==> src/rtl/xif_issue_queue.sv <==
// CORE-V-XIF issue/commit tracking queue: buffers offloaded instructions and releases committed ones in order.
// Optional XIF_DUP_ID_CHECK_EN rejects issues whose id is already live in the queue.
module xif_issue_queue #(
    parameter int QUEUE_DEPTH = 4,
    parameter int X_ID_WIDTH  = 4,
    parameter int X_NUM_RS    = 3,
    parameter int XLEN        = 32
) (
    input  logic                            clk,
    input  logic                            reset,
    input  logic                            issue_valid,
    output logic                            issue_ready,
    input  logic [31:0]                     issue_instr,
    input  logic [X_ID_WIDTH-1:0]           issue_id,
    input  logic [X_NUM_RS*XLEN-1:0]        issue_rs,
    input  logic [X_NUM_RS-1:0]             issue_rs_valid,
    input  logic                            dec_accept,
    output logic                            issue_accept,
    input  logic                            commit_valid,
    input  logic [X_ID_WIDTH-1:0]           commit_id,
    input  logic                            commit_kill,
    output logic                            out_valid,
    input  logic                            out_ready,
    output logic [31:0]                     out_instr,
    output logic [X_ID_WIDTH-1:0]           out_id,
    output logic [X_NUM_RS*XLEN-1:0]        out_rs,
    output logic [$clog2(QUEUE_DEPTH):0]    count,
    output logic                            commit_err
);
    localparam int PTR_W = $clog2(QUEUE_DEPTH);
    localparam int CNT_W = PTR_W + 1;

    typedef enum logic [1:0] {EMPTY, PENDING, COMMITTED, KILLED} ent_state_t;

    ent_state_t                 st    [QUEUE_DEPTH];
    logic [31:0]                e_ins [QUEUE_DEPTH];
    logic [X_ID_WIDTH-1:0]      e_id  [QUEUE_DEPTH];
    logic [X_NUM_RS*XLEN-1:0]   e_rs  [QUEUE_DEPTH];
    logic [PTR_W-1:0]           head, tail;

    logic                       dup, issue_hs, issue_acc, same_cyc;
    logic                       match_found, pop, drop, head_adv, cerr_nxt;
    logic [PTR_W-1:0]           match_idx;
    logic                       unused_rs_valid;

    assign unused_rs_valid = ^issue_rs_valid;

    assign issue_ready  = (count != CNT_W'(QUEUE_DEPTH));
    assign issue_accept = dec_accept && !dup;
    assign issue_hs     = issue_valid && issue_ready;
    assign issue_acc    = issue_hs && issue_accept;

`ifdef XIF_DUP_ID_CHECK_EN
    always_comb begin
        dup = 1'b0;
        for (int i = 0; i < QUEUE_DEPTH; i++)
            if (st[i] != EMPTY && e_id[i] == issue_id) dup = 1'b1;
    end
`else
    assign dup = 1'b0;
`endif

    // Walk from the head so the oldest pending match wins when ids repeat.
    always_comb begin
        match_found = 1'b0;
        match_idx   = '0;
        for (int k = 0; k < QUEUE_DEPTH; k++) begin
            if (!match_found && commit_valid && st[head + PTR_W'(k)] == PENDING &&
                e_id[head + PTR_W'(k)] == commit_id) begin
                match_found = 1'b1;
                match_idx   = head + PTR_W'(k);
            end
        end
    end

    assign same_cyc = commit_valid && !match_found && issue_acc && (issue_id == commit_id);
    assign cerr_nxt = (commit_valid && !match_found && !same_cyc) || (issue_hs && dup);

    assign out_valid = (st[head] == COMMITTED);
    assign pop       = out_valid && out_ready;
    assign drop      = (st[head] == KILLED);
    assign head_adv  = pop || drop;

    assign out_instr = (st[head] != EMPTY) ? e_ins[head] : '0;
    assign out_id    = (st[head] != EMPTY) ? e_id[head]  : '0;
    assign out_rs    = (st[head] != EMPTY) ? e_rs[head]  : '0;

    always_ff @(posedge clk) begin
        if (reset) begin
            for (int i = 0; i < QUEUE_DEPTH; i++) begin
                st[i]    <= EMPTY;
                e_ins[i] <= '0;
                e_id[i]  <= '0;
                e_rs[i]  <= '0;
            end
            head       <= '0;
            tail       <= '0;
            count      <= '0;
            commit_err <= 1'b0;
        end else begin
            commit_err <= cerr_nxt;
            // Match slot is PENDING, head slot is resolved and tail slot is EMPTY, so these never collide.
            if (match_found)
                st[match_idx] <= commit_kill ? KILLED : COMMITTED;
            if (head_adv) begin
                st[head] <= EMPTY;
                head     <= head + 1'b1;
            end
            if (issue_acc) begin
                st[tail]    <= same_cyc ? (commit_kill ? KILLED : COMMITTED) : PENDING;
                e_ins[tail] <= issue_instr;
                e_id[tail]  <= issue_id;
                e_rs[tail]  <= issue_rs;
                tail        <= tail + 1'b1;
            end
            case ({issue_acc, head_adv})
                2'b10:   count <= count + 1'b1;
                2'b01:   count <= count - 1'b1;
                default: count <= count;
            endcase
        end
    end
endmodule
==> config.mk <==
export PLATFORM = sky130hd
export DESIGN_NAME = xif_issue_queue
export DESIGN_NICKNAME = d
export VERILOG_FILES = /design/src/rtl/xif_issue_queue.sv
export SDC_FILE = /design/constraint.sdc
export NUM_CORES = 1
export LEC_CHECK = 0
export ABC_AREA = 1
export BUFFER_PORTS_ARGS = -buffer_cell sky130_fd_sc_hd__clkbuf_2
export CAP_MARGIN = 20
export CORE_MARGIN = 8
export CORE_UTILIZATION = 51
export DETAILED_ROUTE_END_ITERATION = 16
export PLACE_DENSITY_LB_ADDON = 0.1
export SETUP_SLACK_MARGIN = 0.1
export SLEW_MARGIN = 20
export SYNTH_ARGS = -nofsm -noshare
export SYNTH_HDL_FRONTEND = slang
export SYNTH_SLANG_ARGS = --single-unit
==> constraint.sdc <==
create_clock -name clk -period 13.4 [get_ports clk]
set_clock_uncertainty 0.05 [all_clocks]
set_input_delay 0.67 -clock clk [delete_from_list [all_inputs] [get_ports clk]]
set_output_delay 0.67 -clock clk [all_outputs]
set_load 0.005 [all_outputs]
==> results of run 1 <==
[routing by layer]
metal | vias to the layer above | routed length [um]
li1 | 9087 | -
met3 | 108 | 5050
met2 | 685 | 33100
met1 | 9240 | 28300
met4 | 0 | 1710
met5 | - | 0
[cell families (layout without fill, tap and decap cells)]
logic type | count (synthesis) | in the layout
simple gates | 1186 | 1186
xor+xnor | 6 | 6
buf+inv | 477 | 711
fa+ha+maj | 10 | 10
flops | 546 | 546
compound gates | 412 | 412
[registers in the layout, summed over array words and instances (netlist names), named ones only]
signal	flops
tail	2
head	2
e_ins	128
e_id	16
count	3
commit_err	1
e_rs	384
st	8
[area by class of cell]
| type | count | area, sq um |
|---|---|---|
| Inverter | 306 | 1160 |
| Multi-Input combinational cell | 1614 | 7230 |
| Clock inverter | 27 | 211 |
| Tap cell | 664 | 831 |
| Fill cell | 4361 | 20300 |
| Sequential cell | 546 | 16300 |
| Timing Repair Buffer | 302 | 1560 |
| Clock buffer | 76 | 1480 |
[where the power goes]
| group | internal, mW | leakage [nW] | switching, mW |
|---|---|---|---|
| Sequential | 2.04 | 5.63 | 0.0854 |
| Clock | 0.812 | 0.812 | 0.653 |
| Combinational | 0.485 | 6.54 | 1.06 |
| Total | 3.34 | 13.0 | 1.80 |
[worst paths after layout]
check / startpoint / end / slack (ns) / cells past startpoint
worst max-delay path: flop / out_id[0] / 7.42 / 8
worst min-delay path: issue_rs[61] / e_rs[1][61]$_SDFFCE_PN0P_ / 0.35 / 3
worst max register to register: count[0]$_SDFFE_PP0P_ / e_id[1][2]$_SDFFCE_PN0P_ / 8.03 / 10
worst min register to register: count[0]$_SDFFE_PP0P_ / count[0]$_SDFFE_PP0P_ / 0.43 / 1
[cell usage in the layout (no fill, tap or decap), types with 6 or more instances in the layout]
cell type  Yosys  final
clkinv_1       0     13
ha_1           9      9
nor2_1       804    804
clkbuf_1     124     20
nand2_1      271    264
a21oi_1       10     10
nand3_1       66     66
clkbuf_16      0     56
edfxtp_1     536    536
nand4_1        8      8
clkbuf_2       0    281
buf_4          3     21
o21ai_0      263    263
dfxtp_1       10      8
nand3_2       10     10
nand2_4        1      8
clkinv_2       0      6
o22ai_1      129    129
inv_1        299    299
nand2_2       10     10
[tightest hold or removal path, cell delays in order]
cell      delay (ns)
clkbuf_2        0.08
inv_1           0.06
nor2_1          0.10
==> impl_metrics.py, run 1 <==
metrics = {
    "status": {
        "status": "finished, final reports clean",
    },
    "detailed_routing": {
        "first_iter_violations": 1505,
        "wl_per_cell_um": 19.3,
        "drc": 0,
        "drtPass1Iterations": 7,
        "wl_mm": 68.2,
        "via_per_inst": 5.41,
        "ant_nets": 0,
        "vias": 19100,
    },
    "grt": {
        "grt_max_degree": 108,
        "use_met1": 0.304,
        "first_global_vias": 18700,
        "gr-usage-met2": 0.393,
        "grtUsageTotal": 0.232,
        "grt_pass1_wl_mm": 104,
        "grt.met3_usage": 0.0422,
        "antenna_found_initial": 0,
        "busiest_layer": "met2",
        "grt.overflow.total": 0,
    },
    "timing": {
        "max_freq_mhz": 167,
        "period_share": 0.446,
        "relSlewSlack": 0.247,
        "final_max_slew_viol_count": 0,
        "rsz0062_at_grt": "no",
        "finalSetupViolCount": 0,
        "fin_setup_tns_ns": 0,
        "worst_hold_slack_ns": 0.345,
        "worst_pin_slew_ns": 1.13,
        "layout_setup_ws_ns": 7.42,
        "hold_violations": 0,
        "period_minus_slack_ns": 5.98,
    },
    "clocking": {
        "clk_pin_slew_ns": 0.07,
        "ctsHtreeMaxLevel": 2,
        "clkSinkCount": 546,
        "cts_resized": 0,
        "root_buffer": "clkbuf_16",
        "tritoncts": "yes",
        "clk_latency_ns": 0.60,
        "cts_made_buffers": 56,
        "post_cts_buffers": 0,
        "holdBufCountCts": 0,
        "cts_buffer_depth": 3,
    },
    "synth": {
        "ys_ff_latch": 546,
        "yosys.area_share.xor_xnor": 0.00237,
        "synth-compound-area-share": 0.0882,
        "synth_area_leaders": "edfxtp_1, nor2_1, o21ai_0",
        "avgSynthCellArea_sq_um": 9.62,
        "synth-edff-count": 536,
        "synthCells": 2637,
        "synth_ff_type": "edfxtp_1",
        "yosysTopAreaCell": "edfxtp_1",
        "async_reset_ff_frac": 0,
        "ys_warn_count": 0,
        "yosysMostFrequentCell": "nor2_1",
        "yosys.cell_types.count": 35,
        "syn-num-nets": 2793,
        "ys_top_cells_by_count": "nor2_1, edfxtp_1, inv_1",
        "ys_seq_area_frac": 0.643,
        "syn-cell-area_sq_um": 25400,
        "synth.top_cell.area_share": 0.635,
        "synthMuxAreaShare": 0,
        "synth_top_family_by_area": "simple AND/OR/NAND/NOR gates",
        "synthSimpleGateAreaFrac": 0.187,
        "synthAdderAreaFrac": 0.00523,
    },
    "setup_path": {
        "cp_slowest_stage_delay_ns": 1.04,
        "critPathSlowestCell": "clkinv_2",
        "crit_fanout": 72,
        "arrival_ns": 5.26,
        "critPathLaunchType": "flop",
        "cpLargestDelayFamily": "buffers and inverters",
        "crit_buf_inv": 4,
        "required_ns": 12.68,
        "cp-end-kind": "output port",
        "path_cells": "clkinv_2, nand3_1, nand2_1, nand2_4, buf_4, inv_1, nor2_1, clkbuf_2",
        "worstSetupPathType": "reg -> out",
    },
    "floorplan": {
        "std_cell_rows": 81,
        "start_util": 0.517,
        "die_area_sq_um": 57100,
        "coreArea_sq_um": 49100,
        "io_pins": 285,
        "die_y_um": 239,
        "dieWidth_um": 239,
    },
    "finish": {
        "final_cell_area_sq_um": 28800,
        "areaGrowthSynthToFinish_pct": 13.5,
        "drive_above_1_share": 0.147,
        "nets": 2982,
        "final_cells": 3535,
        "antenna_cells": 0,
        "final_util": 0.587,
    },
    "hold_path": {
        "hold_class": "in -> reg",
    },
    "run": {
        "drv_cap": 0,
    },
    "place": {
        "placed_cells": 3432,
        "place_hpwl_mm": 37.3,
        "place_area_sq_um": 27100,
        "routabilityCongestion": 0.847,
        "dpl_worst_slack_ns": 7.79,
        "portBuffers": 281,
    },
    "power": {
        "ir_drop_v": 0.0000935,
        "finalPower_mw": 5.14,
        "p_leak_nw": 13.0,
        "power.density_nw_per_um2": 179,
    },
}
No activity file was read; power rests on OpenSTA's default activity.
==> run 2: changes to the inputs <==
- clock period: 13.4 -> 5.91 ns (I/O delays scaled with it)
==> impl_metrics.py, run 2 (same netlist as run 1, synthesis figures left out) <==
metrics = {
    "run": {
        "drv_cap": 0,
    },
    "clocking": {
        "tritoncts": "yes",
        "post_cts_buffers": 0,
        "clk_latency_ns": 0.59,
        "cts_made_buffers": 56,
        "cts_buffer_depth": 3,
        "holdBufCountCts": 93,
        "clk_pin_slew_ns": 0.06,
        "root_buffer": "clkbuf_16",
        "ctsHtreeMaxLevel": 2,
        "cts_resized": 0,
        "clkSinkCount": 546,
    },
    "timing": {
        "final_max_slew_viol_count": 0,
        "max_freq_mhz": 237,
        "period_share": 0.715,
        "hold_violations": 0,
        "fin_setup_tns_ns": 0,
        "worst_pin_slew_ns": 1.07,
        "layout_setup_ws_ns": 1.68,
        "relSlewSlack": 0.288,
        "period_minus_slack_ns": 4.23,
        "finalSetupViolCount": 0,
        "rsz0062_at_grt": "no",
    },
    "finish": {
        "drive_above_1_share": 0.146,
        "largest_reg_flops": 384,
        "areaGrowthSynthToFinish_pct": 17.7,
        "layout_common_cells": "nor2_1, edfxtp_1, inv_1",
        "fillers": 4260,
        "nets": 3083,
        "layout_commonest_cell": "nor2_1",
        "final_cell_area_sq_um": 29800,
        "largest_registers": "e_rs: 384 flops, e_ins: 128 flops, e_id: 16 flops",
        "top_register": "e_rs",
        "multi_input_area_sq_um": 7230,
        "regArea_sq_um": 16300,
    },
    "grt": {
        "grt.overflow.total": 0,
        "antenna_found_initial": 1,
        "grt_max_degree": 147,
        "grtUsageTotal": 0.237,
        "grt_pass1_wl_mm": 107,
        "first_global_vias": 19300,
    },
    "place": {
        "place_area_sq_um": 27200,
        "portBuffers": 281,
        "routabilityCongestion": 0.839,
        "dpl_worst_slack_ns": 1.95,
        "place_hpwl_mm": 37.7,
    },
    "setup_path": {
        "worstSetupPathType": "reg -> out",
        "critPathSlowestCell": "dfxtp_4",
        "cp-end-kind": "output port",
        "path_cells": "inv_6, nand2_2, nand3_2, nand2_2, inv_1, nand2_4, buf_4, nand2_1, inv_1, clkbuf_2",
        "required_ns": 5.56,
        "crit_buf_inv": 5,
        "critPathLaunchType": "flop",
        "arrival_ns": 3.88,
        "cp_slowest_stage_delay_ns": 0.93,
        "cpLargestDelayFamily": "buffers and inverters",
        "crit_fanout": 123,
    },
    "detailed_routing": {
        "vias": 19500,
        "drtPass1Iterations": 5,
        "wl_per_cell_um": 19.0,
        "via_per_inst": 5.37,
        "ant_nets": 0,
        "drc": 0,
        "wl_mm": 69.0,
        "first_iter_violations": 1569,
    },
    "floorplan": {
        "std_cell_rows": 81,
        "die_area_sq_um": 57100,
        "start_util": 0.517,
        "dieWidth_um": 239,
        "die_y_um": 239,
        "coreArea_sq_um": 49100,
        "io_pins": 285,
    },
    "power": {
        "p_leak_nw": 13.5,
        "finalPower_mw": 11.7,
        "power.density_nw_per_um2": 392,
        "ir_drop_v": 0.000226,
    },
    "hold_path": {
        "hold_class": "in -> reg",
    },
    "status": {
        "status": "finished, final reports clean",
    },
}
[run 2: worst reg2reg max path, stage by stage (launching register included)]
cell     delay (ns)
dfxtp_1        1.02
inv_4          0.28
ha_1           0.68
inv_1          0.36
nand3_2        0.20
nand2_1        0.08
nand2_1        0.07
nand2_1        0.05
nor2_1         0.13
nand3_2        0.14
a21oi_1        0.19
inv_1          0.07
nand2_2        0.10
nand2_2        0.09
nor2_4         0.13
nor2_1         0.05
nand3_1        0.11
[run 2: cell type report]
cell class                 count  share of cell area
timing repair buffer         403              0.0885
clock buffer                  78              0.0508
sequential                   546               0.546
tap                          664              0.0278
clock inverter                25             0.00528
inverter                     306              0.0389
antenna                        1           0.0000839
multi-input combinational   1614               0.242
[run 2: final timing paths]
kind	start	to	slack, ns	cells after the start
setup / recovery	flop	out_rs[2]	1.68	10
hold / removal	issue_rs[17]	e_rs[3][17]$_DFFE_PP_	0.01	3
setup reg to reg	head[0]$_SDFFE_PP0N_	st[2][1]$_DFFE_PP_	1.84	16
hold reg to reg	count[0]$_SDFFE_PP0P_	count[0]$_SDFFE_PP0P_	0.44	1
[run 2: power breakdown]
group | internal (mW) | leakage, nW | switching (mW) | total [mW]
sequential | 4.63 | 5.63 | 0.208 | 4.84
clock | 1.83 | 0.826 | 1.45 | 3.28
combinational | 1.16 | 7.00 | 2.41 | 3.58
total | 7.62 | 13.5 | 4.07 | 11.7
[run 2: layer usage]
layer	track usage	part of all wire	wire length [um]
met3	0.0387	0.065	4510
met1	0.311	0.42	28900
met2	0.404	0.49	33800
met5	0	0	0
met4	0.0699	0.026	1780
[run 2: through the flow]
| step | util | hold WS, ns | cells |
|---|---|---|---|
| 2_1_floorplan | - | 0.402 | 2637 |
| 3_3_place_gp | 0.555 | 0.408 | 3440 |
| 3_5_place_dp | 0.555 | 0.424 | 3440 |
| 4_1_cts | 0.608 | 0.000115 | 3636 |
| 5_1_grt | 0.608 | 0.0106 | 3637 |
| 6_report | 0.608 | 0.0108 | 3637 |
==> run 3: changes to the inputs <==
- clock period: 5.91 -> 4.2 ns (I/O delays scaled with it)
==> impl_metrics.py, run 3 (same netlist as run 1, synthesis figures left out) <==
metrics = {
    "status": {
        "status": "finished, final reports clean",
    },
    "finish": {
        "largest_reg_flops": 384,
        "drive_above_1_share": 0.148,
        "top_register": "e_rs",
        "nets": 3133,
        "areaGrowthSynthToFinish_pct": 21.0,
        "layout_common_cells": "nor2_1, edfxtp_1, inv_1",
        "antenna_cells": 0,
        "largest_registers": "e_rs: 384 flops, e_ins: 128 flops, e_id: 16 flops",
        "final_cells": 3687,
        "layout_commonest_cell": "nor2_1",
        "fillers": 4170,
    },
    "detailed_routing": {
        "first_iter_violations": 1888,
        "vias": 19900,
        "drtPass1Iterations": 5,
        "ant_nets": 0,
        "wl_mm": 70.7,
        "via_per_inst": 5.39,
        "wl_per_cell_um": 19.2,
        "drc": 0,
    },
    "timing": {
        "rsz0062_at_grt": "no",
        "final_max_slew_viol_count": 0,
        "period_share": 0.846,
        "layout_setup_ws_ns": 0.648,
        "worst_pin_slew_ns": 0.877,
        "period_minus_slack_ns": 3.55,
        "max_freq_mhz": 281,
        "hold_violations": 0,
        "finalSetupViolCount": 0,
        "relSlewSlack": 0.415,
    },
    "clocking": {
        "post_cts_buffers": 0,
        "clk_pin_slew_ns": 0.06,
        "tritoncts": "yes",
        "ctsHtreeMaxLevel": 2,
        "clkSinkCount": 546,
        "cts_resized": 0,
        "cts_buffer_depth": 3,
        "root_buffer": "clkbuf_16",
        "cts_made_buffers": 57,
        "clk_latency_ns": 0.61,
    },
    "grt": {
        "antenna_found_initial": 0,
        "grt_max_degree": 257,
        "grt_pass1_wl_mm": 109,
        "first_global_vias": 19700,
        "grtUsageTotal": 0.242,
        "grt.overflow.total": 0,
    },
    "hold_path": {
        "hold_end": "st[3][0]$_DFFE_PP_",
        "min_path_cells": 3,
        "hold_class": "in -> reg",
        "min_from": "commit_kill",
    },
    "setup_path": {
        "reg2reg_depth": 10,
        "cp-end-kind": "output port",
        "worstSetupPathType": "reg -> out",
        "r2r_start": "count[1]$_SDFFE_PP0P_",
        "required_ns": 3.94,
        "crit_fanout": 64,
        "timing.rr.end": "e_rs[2][88]$_SDFFCE_PN0P_",
        "arrival_ns": 3.29,
        "critPathLaunchType": "flop",
        "reg2reg_slack_ns": 0.76,
    },
    "place": {
        "portBuffers": 281,
        "routabilityCongestion": 0.845,
        "dpl_worst_slack_ns": 1.20,
        "place_hpwl_mm": 37.2,
        "placed_cells": 3445,
    },
    "floorplan": {
        "die_area_sq_um": 57100,
        "std_cell_rows": 81,
        "dieWidth_um": 239,
        "coreArea_sq_um": 49100,
        "die_y_um": 239,
        "start_util": 0.517,
        "io_pins": 285,
    },
    "power": {
        "power.density_nw_per_um2": 557,
        "p_leak_nw": 13.8,
        "ir_drop_v": 0.000453,
    },
    "run": {
        "drv_cap": 0,
    },
}
==> run 3: cell count changes in the layout (fill, tap and decap cells not counted), sizes merged <==
cell,previous run,this run
inv,306,307
diode,1,0
clkbuf,359,355
dlygate4sd3,93,136
clkinv,24,22
buf,29,35
clkinvlp,0,1
bufinv,1,7
==> run 3: how the worst max path moves through the flow <==
| stage | from | end | slack (ns) | cells past startpoint |
|---|---|---|---|---|
| after floorplan | count[0]$_SDFFE_PP0P_ | e_id[3][0]$_DFFE_PP_ | -0.29 | 7 |
| after detailed placement | flop | count[2]$_SDFFE_PP0P_ | 1.20 | 12 |
| after global placement | flop | count[2]$_SDFFE_PP0P_ | 1.21 | 12 |
| after CTS | flop | out_rs[81] | 0.58 | 7 |
| after global routing | flop | out_rs[78] | 0.43 | 8 |
| final | flop | out_rs[12] | 0.65 | 9 |
==> run 3: final cells by class <==
type,instances,area (sq um),area share
Multi-Input combinational cell,1614,7280,0.237
Sequential cell,546,16300,0.531
Clock inverter,31,344,0.0112
Tap cell,664,831,0.0271
Inverter,306,1160,0.0378
Timing Repair Buffer,452,3260,0.106
Clock buffer,74,1510,0.0492
==> run 3: worst max-delay path, stage by stage (launching register included) <==
cell and delay, ns:
dfxtp_4 0.34, buf_4 0.65, nand3_2 0.14, nand2_2 0.13
inv_1 0.07, nand2_4 0.47, buf_12 0.36, nand2_1 0.10
inv_1 0.13, clkbuf_2 0.14
==> run 3: what timing repair did <==
action                     4_1_cts  5_1_grt
setup endpoints to repair        0        0
hold buffers                   136        0
hold endpoints to repair       530        0
==> run 3: per-layer routing <==
| metal | part of all wire | global-route usage | up-vias | wire length (um) |
|---|---|---|---|---|
| met1 | 0.41 | 0.310 | 9687 | 29100 |
| met4 | 0.031 | 0.0866 | 0 | 2220 |
| met5 | 0 | 0 | - | 0 |
| met3 | 0.062 | 0.0378 | 133 | 4420 |
| met2 | 0.49 | 0.416 | 652 | 35000 |
| li1 | - | - | 9386 | - |
==> run 3: per-stage QoR <==
step	power (mW)	area (sq um)	util	TNS (ns)	hold WS (ns)
5_1_grt	18.0	30700	0.626	0	0.0797
6_report	17.1	30700	0.626	0	0.0468
3_3_place_gp	12.0	27400	0.560	0	0.394
3_5_place_dp	12.0	27400	0.560	0	0.393
2_1_floorplan	9.90	25400	-	-38.21	0.317
4_1_cts	17.2	30700	0.625	0	0.00852
==> run 3: power breakdown <==
group / switching (mW) / internal [mW]
registers: 0.172 / 6.51
clock network: 2.12 / 2.96
logic: 3.59 / 1.74
total: 5.88 / 11.2
